## src/rtl/mps_intl_pkg.sv

```systemverilog
// Shared types and defaults for the analog interlock latch.
// Holds the FSM state enum, default sizes and first-fault index width.
package mps_intl_pkg;

   localparam int CH_NUM_DEF = 18;
   localparam int DB_W_DEF   = 16;
   localparam int FF_W       = 5;

   typedef enum logic [1:0] {
      ST_NORMAL   = 2'd0,
      ST_TRIPPED  = 2'd1,
      ST_CLEARING = 2'd2
   } state_e;

endpackage

```

## src/rtl/mps_intl_filter.sv

```systemverilog
// Per-channel debounce filter for one interlock input.
// Ports: clk_i, rst_ni, raw_i, mask_i, db_len_i (threshold), flag_o (filtered).
module mps_intl_filter #(
   parameter int DB_W = 16
) (
   input  logic            clk_i,
   input  logic            rst_ni,
   input  logic            raw_i,
   input  logic            mask_i,
   input  logic [DB_W-1:0] db_len_i,
   output logic            flag_o
);

   logic            active;
   logic [DB_W-1:0] cnt_q;
   logic [DB_W-1:0] cnt_d;
   logic            flag_q;
   logic            flag_d;

   assign active = raw_i & ~mask_i;

   // The flag is registered so a zero threshold still gives one cycle of
   // latency. Comparing with >= lets a lowered threshold take effect at once.
   always_comb begin
      cnt_d  = '0;
      flag_d = 1'b0;
      if (active) begin
         flag_d = (cnt_q >= db_len_i);
         cnt_d  = (cnt_q >= db_len_i) ? db_len_i : cnt_q + 1'b1;
      end
   end

   always_ff @(posedge clk_i or negedge rst_ni) begin
      if (!rst_ni) begin
         cnt_q  <= '0;
         flag_q <= 1'b0;
      end else begin
         cnt_q  <= cnt_d;
         flag_q <= flag_d;
      end
   end

   assign flag_o = flag_q;

endmodule

```

## src/rtl/mps_intl_latch.sv

```systemverilog
// Analog interlock debounce, latch and clear FSM.
// Inputs: i_clk, i_rst (async low), i_raw_intl, i_intl_mask, i_db_len,
// i_intl_clr. Outputs: o_analog_intl, o_intl_any, o_clr_done, o_clr_fail,
// o_first_fault, o_first_valid, o_state.
// Macro MPS_INTL_FIRST_FAULT_EN enables first-fault capture.
module mps_intl_latch
   import mps_intl_pkg::*;
#(
   parameter int CH_NUM = CH_NUM_DEF,
   parameter int DB_W   = DB_W_DEF
) (
   input  logic              i_clk,
   input  logic              i_rst,
   input  logic [CH_NUM-1:0] i_raw_intl,
   input  logic [CH_NUM-1:0] i_intl_mask,
   input  logic [DB_W-1:0]   i_db_len,
   input  logic              i_intl_clr,
   output logic [CH_NUM-1:0] o_analog_intl,
   output logic              o_intl_any,
   output logic              o_clr_done,
   output logic              o_clr_fail,
   output logic [FF_W-1:0]   o_first_fault,
   output logic              o_first_valid,
   output logic [1:0]        o_state
);

   logic [CH_NUM-1:0] flag;
   logic [CH_NUM-1:0] new_evt;
   logic [CH_NUM-1:0] latch_q;
   logic [CH_NUM-1:0] latch_d;
   state_e            state_q;
   state_e            state_d;
   logic              done_d;
   logic              done_q;
   logic              fail_d;
   logic              fail_q;

   for (genvar g = 0; g < CH_NUM; g++) begin : g_filt
      mps_intl_filter #(
         .DB_W(DB_W)
      ) u_filt (
         .clk_i   (i_clk),
         .rst_ni  (i_rst),
         .raw_i   (i_raw_intl[g]),
         .mask_i  (i_intl_mask[g]),
         .db_len_i(i_db_len),
         .flag_o  (flag[g])
      );
   end

   assign new_evt = flag & ~i_intl_mask;

   always_ff @(posedge i_clk or negedge i_rst) begin
      if (!i_rst) begin
         state_q <= ST_NORMAL;
      end else begin
         state_q <= state_d;
      end
   end

   // New events are OR-ed in after the clear so they win over it.
   always_comb begin
      state_d = state_q;
      latch_d = latch_q | new_evt;
      unique case (state_q)
         ST_NORMAL: begin
            if (|latch_d) state_d = ST_TRIPPED;
         end
         ST_TRIPPED: begin
            if (i_intl_clr) state_d = ST_CLEARING;
         end
         ST_CLEARING: begin
            latch_d = (latch_q & flag) | new_evt;
            state_d = (|latch_d) ? ST_TRIPPED : ST_NORMAL;
         end
         default: begin
            state_d = ST_NORMAL;
         end
      endcase
   end

   always_comb begin
      done_d = 1'b0;
      fail_d = 1'b0;
      unique case (state_q)
         ST_NORMAL: begin
            done_d = i_intl_clr;
         end
         ST_CLEARING: begin
            done_d = ~|latch_d;
            fail_d = |latch_d;
         end
         default: begin
            done_d = 1'b0;
         end
      endcase
   end

   always_ff @(posedge i_clk or negedge i_rst) begin
      if (!i_rst) begin
         latch_q <= '0;
         done_q  <= 1'b0;
         fail_q  <= 1'b0;
      end else begin
         latch_q <= latch_d;
         done_q  <= done_d;
         fail_q  <= fail_d;
      end
   end

   assign o_analog_intl = latch_q;
   assign o_intl_any    = |latch_q;
   assign o_clr_done    = done_q;
   assign o_clr_fail    = fail_q;
   assign o_state       = state_q;

`ifdef MPS_INTL_FIRST_FAULT_EN
   logic [FF_W-1:0] ff_q;
   logic [FF_W-1:0] ff_idx;
   logic            fv_q;

   // Descending scan so the lowest newly latched index is kept.
   always_comb begin
      ff_idx = '0;
      for (int i = CH_NUM - 1; i >= 0; i--) begin
         if (new_evt[i]) ff_idx = FF_W'(i);
      end
   end

   always_ff @(posedge i_clk or negedge i_rst) begin
      if (!i_rst) begin
         ff_q <= '0;
         fv_q <= 1'b0;
      end else if (state_q == ST_NORMAL && state_d == ST_TRIPPED) begin
         ff_q <= ff_idx;
         fv_q <= 1'b1;
      end else if (done_d) begin
         ff_q <= '0;
         fv_q <= 1'b0;
      end
   end

   assign o_first_fault = ff_q;
   assign o_first_valid = fv_q;
`else
   assign o_first_fault = '0;
   assign o_first_valid = 1'b0;
`endif

endmodule
```

## config.mk

```make
export PLATFORM = sky130hd
export DESIGN_NAME = mps_intl_latch
export DESIGN_NICKNAME = d
export VERILOG_FILES = /design/src/rtl/mps_intl_pkg.sv /design/src/rtl/mps_intl_filter.sv /design/src/rtl/mps_intl_latch.sv
export SDC_FILE = /design/constraint.sdc
export NUM_CORES = 1
export LEC_CHECK = 0
export BUFFER_PORTS_ARGS = -buffer_cell sky130_fd_sc_hd__buf_2
export CORE_MARGIN = 3
export CORE_UTILIZATION = 50
export CTS_CLUSTER_SIZE = 30
export DETAILED_ROUTE_END_ITERATION = 10
export PLACE_DENSITY = 0.66
export SLEW_MARGIN = 20
export SYNTH_ARGS = -nofsm -noshare
export SYNTH_HDL_FRONTEND = slang
export SYNTH_SLANG_ARGS = --single-unit
```

## constraint.sdc

```tcl
create_clock -name i_clk -period 2.3 [get_ports i_clk]
set_clock_uncertainty 0.2 [all_clocks]
set_input_delay 0.345 -clock i_clk [delete_from_list [all_inputs] [get_ports i_clk]]
set_output_delay 0.345 -clock i_clk [all_outputs]
set_load 0.1 [all_outputs]
```

==> metrics.yaml, run 1 <==
setup_viol: 217
p_int_mw: 10.6
reg2reg_from: "g_filt[2].u_filt.cnt_q[8]"
grt_max_degree: 75
insertion_delay_ps: 580
arrival_ps: 2210
finalMaxSlewViolations: 0
drive_gt1_share_pct: 36.0
die_h_um: 228
yosys_register_bits: 328
die_w_um: 228
yosysUniqueCellTypes: 67
worst-setup-path-type: "reg -> out"
grt_pass1_wl_um: 136000
dp_hpwl_um: 59000
timing.critical_path.required_ps: 1750
critPathCaptureType: "output port"
p_sw_share_pct: 29.4
cts_buffers: 43
final_cell_area_um2: 34800
synth_area_leaders: "dfrtp_1, ha_1, xnor2_1"
yosys.area.top_type: "dfrtp_1"
clk_pin_slew_ps: 60
htreeDepth: 2
p_comb_share_pct: 15.2
setup-tns-final_ps: -15890
r2r-end: "g_filt[2].u_filt.cnt_q[9]"
hold_path_class: "in -> async"
maxCapViolCount: 0
finalCritPeriodShare_pct: 120
wl_per_cell_um: 23.7
netlist_area_um2: 24500
worst_pin_slew_ps: 1210
powerDensity_nw_per_um2: 431
first_global_vias: 24400
firstDrtPassIters: 6
place_worst_setup_slack_ps: -617
layout.cells.non_filler: 3888
die-area_um2: 51800
placed_cell_area_um2: 29000
layout_common_cells: "buf_4, dfrtp_1, ha_1, a21oi_1, xnor2_1"
rsz0062_at_grt: "true"
relSlewSlack_pct: 19.3
initial_core_util_pct: 51.0
vias_per_cell: 6.38
netlist_instances: 2651
remaining_drc_errors: 0
place_congestion: 0.944
clk_path_buf_depth: 3
ir_worst_vdd_mv: 0.495
core-area_um2: 48100
worstSetupStartpointType: "register"
cts_tree: "done"
r2r_cells: 8
root_buffer: "clkbuf_16"
synth_flop_cell: "dfrtp_1"
p_switching_mw: 4.40
p_clk_share_pct: 45.6
pwr-share-seq_pct: 39.2
yosys_warnings: 0
place_inst: 3667
clock.fmax_ghz: 0.363
crit_fanout: 2
totalWireLength_um: 92300
initialDrtViolationCount: 2347
antenna_found_initial: 2
setup_slack_ps: -454
synth_edf_count: 0
async_reset_ff_share_pct: 100
antenna_left: 0
synthToLayoutAreaGrowth_pct: 41.6
vias: 24800
rrSetupSlack_ps: -290
nNetsFinal: 3560
hold_viol: 0
p_leak_nw: 15.0
final_common_cell: "buf_4"
io_buffer_count: 77
rows: 80
overflow: 0
synth_area_per_cell_um2: 9.26
violations: "setup timing"
boundaryPins: 84
status: "finished, violations left"
yosysSeqAreaShare_pct: 33.4
netlist.area_leader.share_pct: 33.4
clock_sinks: 328
min_period_ps: 2750
grtUsageTotal_pct: 33.8
-- power by group through the flow --
stage / registers [mW] / clock network (mW) / logic, mW
after floorplan: 6.17 / 0 / 0.756
after global placement: 5.97 / 0 / 1.90
after detailed placement: 5.97 / 0 / 1.94
after CTS: 5.87 / 6.87 / 2.05
after global routing: 5.87 / 7.10 / 2.40
final: 5.87 / 6.83 / 2.28
-- metrics by stage --
| stage | hold slack, ps | power, mW | util [%] |
|---|---|---|---|
| 3_3_place_gp | 38.1 | 7.86 | 60.3 |
| 5_1_grt | 51.7 | 15.4 | 72.2 |
| 3_5_place_dp | 39.3 | 7.91 | 60.3 |
| 2_1_floorplan | -151 | 6.92 | - |
| 4_1_cts | 2.09 | 14.8 | 67.4 |
| 6_report | 31.3 | 15.0 | 72.2 |
-- worst max path at each step --
stage	from	end	slack, ps
after floorplan	i_db_len[4]	g_filt[2].u_filt.cnt_q[2]	-450
after global placement	i_db_len[0]	g_filt[10].u_filt.flag_o	-590
after detailed placement	i_db_len[5]	g_filt[16].u_filt.cnt_q[5]	-620
after CTS	o_analog_intl[14]	o_intl_any	-450
after global routing	o_analog_intl[14]	o_intl_any	-480
final	o_analog_intl[14]	o_intl_any	-450
-- cell families (layout without fill, tap and decap cells) --
logic type	after synthesis	after routing	share of synthesized area [%]
multiplexers	8	8	0.337
buffers and inverters	233	807	4.67
other	1	7	0.0153
AO/OA/AOI/OAI	715	715	19.6
XOR/XNOR	252	252	8.99
AND/OR/NAND/NOR	808	809	17.3
flip-flops	328	328	33.4
adder cells (fa/ha/maj)	306	306	15.6
-- worst max-delay path: stages (launching register included) --
cell     delay (ps)
dfrtp_1         370
or4_4           540
or4_4           510
buf_12          200
-- repair_timing --
action | CTS | global route
gates cloned | 21 | 8
setup endpoints to repair | 268 | 308
gates resized for setup | 236 | 371
endpoints found under the hold margin | 360 | 0
pin swaps | 150 | 159
hold buffers | 23 | 0
setup buffers | 51 | 60
-- metal layers --
| layer | up-vias | wire, um | GRT usage [%] | part of all wire, % |
|---|---|---|---|---|
| li1 | 11000 | - | - | - |
| met1 | 12200 | 36900 | 45.7 | 40 |
| met2 | 1231 | 41500 | 51.9 | 45 |
| met3 | 315 | 8670 | 6.56 | 9.4 |
| met4 | 0 | 5220 | 16.7 | 5.7 |
| met5 | - | 0 | 0 | 0 |
-- synth_stat cells (32+ instances only) --
| master | instances |
|---|---|
| xnor2_1 | 201 |
| nand4_1 | 163 |
| inv_1 | 77 |
| and3_1 | 42 |
| clkbuf_1 | 67 |
| ha_1 | 306 |
| nand3_1 | 110 |
| xor2_1 | 51 |
| nor3_1 | 42 |
| nor2_1 | 135 |
| a21o_1 | 32 |
| nand2_1 | 147 |
| dfrtp_1 | 328 |
| o31ai_1 | 80 |
| o21ai_0 | 53 |
| nand2b_1 | 45 |
| a21oi_1 | 283 |
| a211oi_1 | 178 |
-- layout make-up --
type                    instances  area (um2)
clock buffers                  70        1320
well taps                     656         821
clock inverters                 7        65.1
inverters                      82         344
diodes                          1        2.50
multi-input cells            2096       18000
fillers                      3244       13400
repair buffers                648        5970
flip-flops and latches        328        8210
-- flip-flops by register name (all words and copies together) (netlist names) --
signal / count
g_filt.u_filt.cnt_q: 288
g_filt.u_filt.flag_o: 18
o_analog_intl: 18
o_clr_done: 1
o_clr_fail: 1
o_state: 2
Note: power is estimated with default switching activity, not from simulation.
==> inputs of run 2 (changes only) <==
- MAX_ROUTING_LAYER: unset -> met4
==> run 2 against run 1 <==
Net effect:
- maximum frequency up 0.51%
- combinational power about the same
- register-to-register slack better by 90 ps
- sequential share of layout area down 0.11 points
- design area up 0.46%
- worst hold slack better by 12 ps
- the flow still finishes with violations (setup timing)
- non-clock buffer count down 14
- global-route usage up 1.2 points
- largest power group unchanged
- critical path type unchanged
- critical path depth unchanged
- total power up 2.0%
- clock power up 4.5%
- sequential cell count unchanged
==> metrics.yaml, run 2 (synthesis gave the netlist of run 1 again) <==
status: "finished, violations left"
cts_buffers: 41
totalWireLength_um: 91500
initial_core_util_pct: 51.0
met1_usage_pct: 46.0
violations: "setup timing"
p_switching_mw: 4.29
reg2reg_from: "g_filt[6].u_filt.cnt_q[13]"
remaining_drc_errors: 0
antenna_found_initial: 1
regMostFlops: "g_filt.u_filt.cnt_q"
clock_sinks: 328
critPathCaptureType: "output port"
die_h_um: 228
multiInputGateArea_um2: 18300
finalCritPeriodShare_pct: 119
vias_per_cell: 6.33
r2r-end: "g_filt[6].u_filt.cnt_q[7]"
nFillCells: 3291
place_worst_setup_slack_ps: -650
wl_per_cell_um: 23.6
hold_path_depth: 4
vias: 24500
crit_buf_inv: 1
pwr-share-seq_pct: 38.4
relSlewSlack_pct: 18.6
grt_max_degree: 61
grt_pass1_wl_um: 136000
rsz0062_at_grt: "true"
path_cells: "or4_4 -> or4_4 -> buf_12"
worstSetupStartpointType: "register"
clock.fmax_ghz: 0.365
worst_pin_slew_ps: 1220
p_leak_nw: 15.0
cts_tree: "done"
finalMaxSlewViolations: 0
initialDrtViolationCount: 2239
critPathSlowestCell: "or4_4"
globalRouteMet3Util_pct: 6.03
cpMostUsedCell: "or4_4"
fin_hold_ws_ps: 43.5
maxCapViolCount: 0
min_period_ps: 2740
r2r_cells: 8
largest_reg_flops: 288
firstDrtPassIters: 5
die-area_um2: 51800
layout_common_cells: "buf_4, dfrtp_1, ha_1, a21oi_1, xnor2_1"
setup_viol: 221
worst-setup-path-type: "reg -> out"
p_int_mw: 11.0
powerDensity_nw_per_um2: 438
hold_path_class: "in -> reg"
die_w_um: 228
rows: 80
timing.critical_path.required_ps: 1750
boundaryPins: 84
p_total_mw: 15.3
overflow: 0
final_cell_area_um2: 34900
antenna_left: 0
p_comb_share_pct: 14.9
place_inst: 3676
root_buffer: "clkbuf_16"
io_buffer_count: 77
synthToLayoutAreaGrowth_pct: 42.3
regArea_um2: 8210
nNetsFinal: 3544
p_clk_share_pct: 46.7
cpLargestDelayFamily: "simple AND/OR/NAND/NOR gates"
clk_pin_slew_ps: 60
layout.cells.non_filler: 3869
critPathMaxStageDelay_ps: 540
insertion_delay_ps: 580
final_common_cell: "buf_4"
ir_worst_vdd_mv: 0.553
htreeDepth: 2
first_global_vias: 24000
rrSetupSlack_ps: -200
crit_fanout: 2
grtUsageTotal_pct: 34.9
holdCritStartpoint: "i_raw_intl[10]"
clk_path_buf_depth: 3
setup_slack_ps: -440
met2_usage_pct: 53.9
place_congestion: 0.981
drive_gt1_share_pct: 37.0
arrival_ps: 2200
placed_cell_area_um2: 29100
core-area_um2: 48100
dp_hpwl_um: 60100
diodes: 0
hold_viol: 0
busiest_layer: "met2"
min_to: "g_filt[10].u_filt.cnt_q[8]"
p_sw_share_pct: 28.1
-- run 2: cell types whose count changed in the layout (fill, tap and decap cells not counted), sizes merged --
cell / change
buf: -10
bufinv: +5
clkbuf: -6
clkinv: -4
clkinvlp: -2
diode: -1
dlygate4sd3: -3
inv: +2
-- run 2: power groups by stage --
stage | registers [mW] | logic (mW) | clock network, mW
floorplan | 6.17 | 0.756 | 0
global route | 5.87 | 2.41 | 7.44
CTS | 5.86 | 2.08 | 7.20
detailed placement | 5.97 | 1.95 | 0
global placement | 5.96 | 1.91 | 0
finish | 5.87 | 2.28 | 7.14
-- run 2: worst max path at each step --
stage,startpoint,to,slack (ps),depth (start not counted)
global route,o_analog_intl[15],o_intl_any,-460,4
CTS,o_analog_intl[15],o_intl_any,-440,4
finish,o_analog_intl[14],o_intl_any,-440,3
floorplan,i_db_len[4],g_filt[2].u_filt.cnt_q[2],-450,10
global placement,i_db_len[4],g_filt[17].u_filt.cnt_q[7],-590,11
detailed placement,i_db_len[7],g_filt[0].u_filt.cnt_q[5],-650,11
-- run 2: metrics by stage --
| stage | utilization, % | setup TNS, ps |
|---|---|---|
| after floorplan | - | -92770 |
| after global placement | 60.3 | -150700 |
| after detailed placement | 60.3 | -167260 |
| after CTS | 68.1 | -8450 |
| after global routing | 72.5 | -27910 |
| final | 72.5 | -12020 |
-- run 2: area by class of cell --
cell class / instances / area share [%]
Multi-Input combinational cell: 2096 / 52.4
Sequential cell: 328 / 23.5
Timing Repair Buffer: 634 / 16.5
Clock buffer: 65 / 3.63
Tap cell: 656 / 2.35
Inverter: 82 / 0.989
Clock inverter: 8 / 0.555
-- run 2: worst register-to-register path: cells and delay by family, from the launching register on --
kind / cells / cell delay (ps)
adder cells (fa/ha/maj): 1 / 290
AO/OA/AOI/OAI: 1 / 90
buffers and inverters: 1 / 140
multiplexers: 1 / 310
flip-flops: 1 / 400
AND/OR/NAND/NOR: 4 / 1010
-- run 2: routing by layer --
layer  routed length (um)  part of all wire (%)  up-vias
met3                 8250                   9.0      298
met1                36800                    40    12000
met4                 4700                   5.1        0
met2                41700                    46     1203
met5                    0                     0        -
li1                     -                     -    11000
-- run 2: what timing repair did --
item                                    CTS  global route
buffers inserted                         47            44
pin swaps                               162           170
cloned                                   21             8
endpoints found under the setup margin  234           307
hold buffers                             20             0
endpoints found under the hold margin   272             0
gates resized for setup                 295           373
==> inputs of run 3 (changes only) <==
- CORE_UTILIZATION: 50 -> 25
- PLACE_DENSITY: 0.66 -> 0.37
- SLEW_MARGIN: 20 -> unset
==> run 3 against run 2 <==
Net effect:
- the run still ends with setup timing left
- critical path depth unchanged
- core utilization down 35 points
- sequential share of layout area down 1.1 points
- critical endpoint unchanged
- first-iteration DRC count down 39%
- register-to-register slack better by 40 ps
==> metrics.yaml, run 3 (synthesis gave the netlist of run 1 again) <==
ir_worst_vdd_mv: 0.630
cpLargestDelayFamily: "simple AND/OR/NAND/NOR gates"
powerDensity_nw_per_um2: 425
crit_cells: 3
hold_path_class: "in -> reg"
root_buffer: "clkbuf_16"
pwr-share-seq_pct: 37.6
overflow: 0
firstDrtPassIters: 6
relSlewSlack_pct: 17.4
worst_pin_slew_ps: 1240
clk_path_buf_depth: 3
final_common_cell: "buf_4"
p_leak_nw: 15.6
core-area_um2: 97000
cp-startpoint: "o_analog_intl[14]"
cts_tree: "done"
r2r-end: "g_filt[3].u_filt.cnt_q[14]"
vias: 23500
arrival_ps: 2170
critPathSlowestCell: "or4_1"
p_sw_share_pct: 29.7
setup_slack_ps: -418
p_int_mw: 11.0
finalMaxSlewViolations: 0
min_period_ps: 2720
largest_reg_flops: 288
clk_pin_slew_ps: 50
die_h_um: 319
reg2reg_from: "g_filt[3].u_filt.cnt_q[15]"
insertion_delay_ps: 590
dp_hpwl_um: 72300
crit_buf_inv: 1
initialDrtViolationCount: 1375
violations: "setup timing"
cts_buffers: 47
finalCritPeriodShare_pct: 118
initial_core_util_pct: 25.3
nNetsFinal: 3638
maxCapViolCount: 0
place_congestion: 0.845
grt_pass1_wl_um: 153000
die_w_um: 319
critPathMaxStageDelay_ps: 530
htreeDepth: 2
clock.fmax_ghz: 0.368
place_worst_setup_slack_ps: -728
p_clk_share_pct: 46.1
cp-endpoint: "o_intl_any"
grt_max_degree: 61
timing.critical_path.required_ps: 1750
drive_gt1_share_pct: 39.1
synthToLayoutAreaGrowth_pct: 49.4
p_switching_mw: 4.63
worst-setup-path-type: "reg -> out"
grtUsageTotal_pct: 20.3
vias_per_cell: 5.13
regMostFlops: "g_filt.u_filt.cnt_q"
antenna_left: 0
path_cells: "or4_1 -> or4_4 -> buf_12"
r2r_cells: 9
critPathCaptureType: "output port"
boundaryPins: 84
rows: 114
worstSetupStartpointType: "register"
setup_viol: 186
wl_per_cell_um: 22.7
layout_common_cells: "buf_4, dfrtp_1, ha_1, xnor2_1, a21oi_1"
hold_viol: 0
io_buffer_count: 77
rrSetupSlack_ps: -160
antenna_found_initial: 5
die-area_um2: 102000
clock_sinks: 328
first_global_vias: 24000
p_comb_share_pct: 16.3
remaining_drc_errors: 0
rsz0062_at_grt: "true"
totalWireLength_um: 104000
p_total_mw: 15.6
crit_fanout: 2
status: "finished, violations left"
==> run 3: cell types whose count changed in the layout (fill, tap and decap cells not counted), sizes merged <==
cell,before,now
buf,608,697
inv,73,71
diode,0,3
clkinvlp,6,7
bufinv,6,1
clkinv,5,7
clkbuf,71,80
==> run 3: layout make-up <==
cell class / instances / area [um2]
Multi-Input combinational cell: 2096 / 18400
Fill cell: 9635 / 60300
Sequential cell: 328 / 8210
Inverter: 82 / 348
Clock inverter: 4 / 47.5
Tap cell: 1276 / 1600
Antenna cell: 3 / 7.51
Clock buffer: 75 / 1410
Timing Repair Buffer: 722 / 6660
==> run 3: per-layer routing <==
layer | vias to the layer above | part of all wire (%) | global-route usage (%)
met1 | 11700 | 47 | 27.4
met4 | 0 | 2.5 | 5.45
met3 | 126 | 5.0 | 3.31
met2 | 492 | 46 | 31.4
met5 | - | 0 | -
li1 | 11200 | - | -
==> run 3: power by group through the flow <==
stage	Sequential (mW)	Combinational (mW)	Clock [mW]
after CTS	5.86	2.33	7.39
after detailed placement	5.96	2.18	0
after floorplan	6.17	0.756	0
final	5.86	2.54	7.18
after global placement	5.96	2.17	0
after global routing	5.87	2.72	7.62
==> run 3: timing repair <==
| item | CTS | global route |
|---|---|---|
| cloned | 19 | 6 |
| setup endpoints to repair | 261 | 303 |
| hold buffers | 20 | 0 |
| endpoints found under the hold margin | 355 | 0 |
| resized for setup | 311 | 373 |
| setup buffers | 56 | 46 |
| pin swaps | 163 | 196 |
==> run 3: worst min path at each step <==
stage,startpoint,endpoint,depth (start not counted)
5_1_grt,i_db_len[7],g_filt[7].u_filt.cnt_q[7],4
3_5_place_dp,i_rst,g_filt[16].u_filt.cnt_q[4],1
6_report,i_db_len[7],g_filt[7].u_filt.cnt_q[7],4
4_1_cts,i_raw_intl[11],g_filt[11].u_filt.cnt_q[11],4
2_1_floorplan,i_rst,g_filt[0].u_filt.cnt_q[0],0
3_3_place_gp,i_rst,g_filt[16].u_filt.cnt_q[6],1
==> run 3: worst min-delay path, stage by stage <==
cell and delay [ps]:
buf_2 130, clkinv_2 80, buf_12 140, o31ai_2 70
==> run 3: through the flow <==
stage	cell area (um2)	hold WS, ps	cells	util [%]	TNS (ps)
finish	36700	36.8	4586	37.8	-9550
global route	36700	21.6	4585	37.8	-26480
CTS	34700	1.17	4558	35.7	-12270
detailed placement	30700	72.2	4389	31.7	-175520
global placement	30700	71.4	4389	31.7	-170990
floorplan	25100	-151	2656	-	-92770
